==> src/rtl/regfile_port_scheduler.sv <==
// Single-port scheduler in front of the 32x32 register file: arbitrates decode
// dual reads against buffered writeback writes and forwards pending write data.
module regfile_port_scheduler #(
  parameter int unsigned ADDRESS_WIDTH = 5,
  parameter int unsigned DATA_WIDTH    = 32,
  parameter int unsigned WBUF_DEPTH    = 2
) (
  input  logic                     iCLK,
  input  logic                     iRSTN,
  input  logic                     iRD_VALID,
  output logic                     oRD_READY,
  input  logic [ADDRESS_WIDTH-1:0] iRS1,
  input  logic [ADDRESS_WIDTH-1:0] iRS2,
  output logic                     oRD_DATA_VALID,
  output logic [DATA_WIDTH-1:0]    oRS1_DATA,
  output logic [DATA_WIDTH-1:0]    oRS2_DATA,
  input  logic                     iWR_VALID,
  output logic                     oWR_READY,
  input  logic [ADDRESS_WIDTH-1:0] iWR_ADDR,
  input  logic [DATA_WIDTH-1:0]    iWR_DATA,
  output logic                     oWE3,
  output logic [ADDRESS_WIDTH-1:0] oAD1,
  output logic [ADDRESS_WIDTH-1:0] oAD2,
  output logic [ADDRESS_WIDTH-1:0] oAD3,
  output logic [DATA_WIDTH-1:0]    oWD3,
  input  logic [DATA_WIDTH-1:0]    iRD1,
  input  logic [DATA_WIDTH-1:0]    iRD2
);

  localparam int unsigned CNT_W = $clog2(WBUF_DEPTH + 1);

  // Write buffer is a shift FIFO: entry 0 is the oldest (head).
  logic [ADDRESS_WIDTH-1:0] wb_addr_q [WBUF_DEPTH];
  logic [ADDRESS_WIDTH-1:0] wb_addr_d [WBUF_DEPTH];
  logic [DATA_WIDTH-1:0]    wb_data_q [WBUF_DEPTH];
  logic [DATA_WIDTH-1:0]    wb_data_d [WBUF_DEPTH];
  logic [CNT_W-1:0]         count_q, count_d;

  logic                     rd_valid_q;
  logic                     fwd_hit_q  [2];
  logic                     fwd_hit_d  [2];
  logic [DATA_WIDTH-1:0]    fwd_data_q [2];
  logic [DATA_WIDTH-1:0]    fwd_data_d [2];
  logic                     zero_q     [2];
  logic                     zero_d     [2];

  logic                     full_c, drain_c, rd_issue_c, push_c;
  logic [CNT_W-1:0]         tail_c;
  logic [ADDRESS_WIDTH-1:0] rs_c [2];

  // Port arbitration: draining wins whenever decode is idle or the buffer is full.
  assign full_c     = (count_q == CNT_W'(WBUF_DEPTH));
  assign drain_c    = (count_q != '0) && (!iRD_VALID || full_c);
  assign rd_issue_c = iRD_VALID && !full_c;
  assign push_c     = iWR_VALID && !full_c && (iWR_ADDR != '0);
  assign oRD_READY  = !full_c;
  assign oWR_READY  = !full_c;
  assign rs_c[0]    = iRS1;
  assign rs_c[1]    = iRS2;

  // Register-file port drive for the selected action.
  always_comb begin
    oWE3 = 1'b0;
    oAD1 = '0;
    oAD2 = '0;
    oAD3 = '0;
    oWD3 = '0;
    if (drain_c) begin
      oWE3 = 1'b1;
      oAD3 = wb_addr_q[0];
      oWD3 = wb_data_q[0];
    end else if (rd_issue_c) begin
      oAD1 = iRS1;
      oAD2 = iRS2;
    end
  end

  // FIFO next state: pop shifts toward the head, push lands after the survivors.
  always_comb begin
    wb_addr_d = wb_addr_q;
    wb_data_d = wb_data_q;
    tail_c    = count_q - CNT_W'(drain_c);
    if (drain_c) begin
      for (int i = 0; i < int'(WBUF_DEPTH) - 1; i++) begin
        wb_addr_d[i] = wb_addr_q[i+1];
        wb_data_d[i] = wb_data_q[i+1];
      end
    end
    for (int i = 0; i < int'(WBUF_DEPTH); i++) begin
      if (push_c && (CNT_W'(i) == tail_c)) begin
        wb_addr_d[i] = iWR_ADDR;
        wb_data_d[i] = iWR_DATA;
      end
    end
    count_d = count_q + CNT_W'(push_c) - CNT_W'(drain_c);
  end

  // Forwarding resolution per source; later matches are younger and override.
  always_comb begin
    for (int s = 0; s < 2; s++) begin
      fwd_hit_d[s]  = 1'b0;
      fwd_data_d[s] = '0;
      zero_d[s]     = (rs_c[s] == '0);
      for (int i = 0; i < int'(WBUF_DEPTH); i++) begin
        if ((CNT_W'(i) < count_q) && (wb_addr_q[i] == rs_c[s])) begin
          fwd_hit_d[s]  = 1'b1;
          fwd_data_d[s] = wb_data_q[i];
        end
      end
      if (push_c && (iWR_ADDR == rs_c[s])) begin
        fwd_hit_d[s]  = 1'b1;
        fwd_data_d[s] = iWR_DATA;
      end
    end
  end

  // Buffer and occupancy state.
  always_ff @(posedge iCLK or negedge iRSTN) begin
    if (!iRSTN) begin
      count_q <= '0;
      for (int i = 0; i < int'(WBUF_DEPTH); i++) begin
        wb_addr_q[i] <= '0;
        wb_data_q[i] <= '0;
      end
    end else begin
      count_q   <= count_d;
      wb_addr_q <= wb_addr_d;
      wb_data_q <= wb_data_d;
    end
  end

  // Issue-cycle capture of the forwarding decision for the result cycle.
  always_ff @(posedge iCLK or negedge iRSTN) begin
    if (!iRSTN) begin
      rd_valid_q <= 1'b0;
      for (int s = 0; s < 2; s++) begin
        fwd_hit_q[s]  <= 1'b0;
        fwd_data_q[s] <= '0;
        zero_q[s]     <= 1'b0;
      end
    end else begin
      rd_valid_q <= rd_issue_c;
      if (rd_issue_c) begin
        fwd_hit_q  <= fwd_hit_d;
        fwd_data_q <= fwd_data_d;
        zero_q     <= zero_d;
      end
    end
  end

  // Result mux: registered decision combined with the register file's registered data.
  always_comb begin
    oRD_DATA_VALID = rd_valid_q;
    oRS1_DATA      = '0;
    oRS2_DATA      = '0;
    if (rd_valid_q) begin
      if (!zero_q[0]) oRS1_DATA = fwd_hit_q[0] ? fwd_data_q[0] : iRD1;
      if (!zero_q[1]) oRS2_DATA = fwd_hit_q[1] ? fwd_data_q[1] : iRD2;
    end
  end

endmodule

==> config.mk <==
export PLATFORM = sky130hd
export DESIGN_NAME = regfile_port_scheduler
export DESIGN_NICKNAME = d
export VERILOG_FILES = /design/src/rtl/regfile_port_scheduler.sv
export SDC_FILE = /design/constraint.sdc
export NUM_CORES = 1
export LEC_CHECK = 0
export ABC_CLOCK_PERIOD_IN_PS = 3900
export CORE_ASPECT_RATIO = 1.1
export CORE_UTILIZATION = 50
export CTS_BUF_LIST = sky130_fd_sc_hd__clkbuf_4 sky130_fd_sc_hd__clkbuf_8
export DETAILED_ROUTE_END_ITERATION = 10
export PLACE_DENSITY = 0.88
export SLEW_MARGIN = 20
export SYNTH_ARGS = -nofsm -noshare
export SYNTH_HDL_FRONTEND = slang
export SYNTH_SLANG_ARGS = --single-unit
==> constraint.sdc <==
create_clock -name iCLK -period 3.9 [get_ports iCLK]
set_input_delay 0.78 -clock iCLK [delete_from_list [all_inputs] [get_ports iCLK]]
set_output_delay 0.78 -clock iCLK [all_outputs]
set_load 0.02 [all_outputs]
==> impl_results.md <==
* # DRC at 15
* Worst R2R Path Depth at 6
* Cell area after technology mapping at 8377 um^2
* Largest cells by area after synthesis: dfrtp_1 (43%), mux2i_1 (12%), a221oi_1 (6.7%)
* Tot Pwr at 7836 uW
* Synth cell types at 35
* Top_reg_cell synth: dfrtp_1
* Status: complete, but fails checks
* DIE AREA at 17280 um^2
* Crit-path max FO at 14
* CTS tree: built
* IO Port Bufs at 229
* Met1 usage at 0.3655
* GRT Residual Overflow at 0
* VDD IR max at 0.0008052 V
* Critical path capture point type: output port
* Gpl congestion at 0.9319
* Sequential share of the synthesized area at 0.4332
* Met2 usage at 0.5174
* Dpl ws at 0.5396 ns
* DRT iter0 DRCs at 816
* Share of cells above drive strength 1 at 0.09844
* Commonest cells after routing, fill and taps aside: clkdlybuf4s50_1 (228), dfrtp_1 (143), nor2_1 (106)
* F_max at 294.9 MHz
* CP arrival at 2.61 ns
* Number of synthesized flops with an enable pin at 0
* Worst-skew pair later-pin latency at 0.45 ns
* Final setup fails at 0
* Vias per cell at 6.113
* Final hold viol count at 0
* Worst Max-Slew Pin Slew at 0.9553 ns
* Syn avg cell area at 9.497 um^2
* Max Transition Viols Final at 0
* First-pass GRT wire length at 40.23 mm
* Final worst path period share at 0.8696
* Post-CTS Setup Repair Bufs at 0
* Yosys top cell area share at 0.4332
* Largest net degree at the start of global routing at 75
* GR Util met3 at 0.05825
* Post-synth top area cell: dfrtp_1
* Worst path required time at 3.12 ns
* Gr busiest metal: met2
* 1st-pass router iterations at 9
* Root Buffer: clkbuf_8
* RSZ-0062 raised after global routing: no
* Mapped Nets at 999
* Pwr/cell area at 697.9 nW/um^2
* WL final at 25.38 mm
* Worst Hold Class: input port to asynchronous set/reset pin
* Max cap viols at 0
* Die X at 125.4 um
* GRT Util Overall at 0.3013
* Htree depth at 4
* Hold buffers post-CTS at 0
* Yosys warns at 0
* Starting Density at 0.5117
* Skew final at 0.007686 ns
* Rel. slew slack at 0.3622
* DP Wirelength at 16.55 mm
* Clock slew seen by the registers of the worst setup and hold paths at 0.08 ns
* Flop-to-flop setup slack at 1.39 ns
* Synth-to-Final Area Change at 34.03%
* Vias in the first global route at 7826
* Cell Rows at 49
* ANT nets after route at 0
* Final core utilization at 0.6859
* Most common cell after layout, fill and taps aside: clkdlybuf4s50_1
* R2R Path Start: count_q[0]
* Pleak at 0.004512 uW
* Slack of the critical path at 0.5085 ns
* CTS sink count at 145
* Dpl cells at 1258
* Type of the worst setup path: register to output port
* Fin cells at 1291
* Fill cells at 1271
* Fin nets at 1191
* Core ar. at 16370 um^2
* Post-CTS Resized at 0
* Worst R2R End: fwd_data_q[12]
* Post-Synthesis Cells at 882
* Clk buf depth at 2
* Die height at 137.8 um
* Total negative slack at 0 ns
* Failing checks: DRC
* Routed len/inst at 19.66 um
* Fraction of registers with async set/reset at 1.000
* Startpoint Class: register
* Ports at 230
* Num CTS Buffers at 17
* FF+latch count, synth at 145
* Initial antenna violation count at 0
* Inserted Diodes at 0
* Min Tclk post-route at 3.391 ns
* Vias at 7892
-- final cells by class --
cell class	instances	area (um^2)	share of cell area
Inverter	3	11.26	0.001003
Timing Repair Buffer	250	2517	0.2242
Sequential cell	145	3631	0.3234
Tap cell	204	255.2	0.02273
Multi-Input combinational cell	657	4408	0.3926
Clock buffer	22	296.5	0.02641
Clock inverter	10	107.6	0.009584
-- cells in the mapped netlist (11+ instances only) --
library cell and number:
mux2_2 37, o21ai_1 60, mux2i_1 101, a221oi_1 64, dfrtp_1 145, nor2_1 106
buf_2 25, nand2_1 70, a21oi_1 38, and3_1 11, clkbuf_1 44, o21ai_0 70
xnor2_1 23, and2_1 39
-- worst max-delay path, cell delays in order (launching register included) --
cell and delay (ns):
dfrtp_1 0.55, nor2b_1 0.46, inv_1 0.33, and3_1 0.28, clkdlybuf4s50_1 0.53
-- power by group --
part	total [uW]	switching (uW)	internal, uW
clock network	1200	562	637
logic	3960	2070	1890
registers	2670	625	2050
total	7840	3260	4580
-- state kept, by name, indices dropped and copies added (netlist names) --
signal	count
wb_data_q	64
count_q	2
oRD_DATA_VALID	1
wb_addr_q	10
zero_q	2
fwd_hit_q	2
fwd_data_q	64
-- metrics by stage --
stage / hold WS [ns] / instance area [um^2]
finish: 0.3257 / 11230
detailed placement: 0.4735 / 10820
CTS: 0.3560 / 11220
global route: 0.3792 / 11230
floorplan: 0.4398 / 8377
global placement: 0.4592 / 10800
-- cell families after synthesis --
| kind of cell | Yosys count | share of synthesized area |
|---|---|---|
| mux | 138 | 0.1704 |
| flops | 145 | 0.4332 |
| compound gates | 238 | 0.1771 |
| simple gates | 247 | 0.1370 |
| buf+inv | 80 | 0.04586 |
| fa+ha+maj | 2 | 0.002987 |
| xor+xnor | 32 | 0.03346 |
-- metal layers --
layer,vias to the layer above,share of wire
met5,-,0
met3,62,0.082
met1,3870,0.39
met4,0,0.027
met2,411,0.50
li1,3549,-
-- worst max path at each step --
stage                      from      endpoint  slack (ns)
floorplan             iRD_VALID      oWD3[10]        1.47
global placement      iRD_VALID       oWD3[6]        0.59
detailed placement  iWR_ADDR[1]  wb_data_q[7]        0.54
CTS                  count_q[0]       oWD3[6]        0.50
global route         count_q[1]       oAD1[3]        0.35
finish               count_q[1]       oAD2[0]        0.51
No activity file was read; power rests on OpenSTA's default activity.
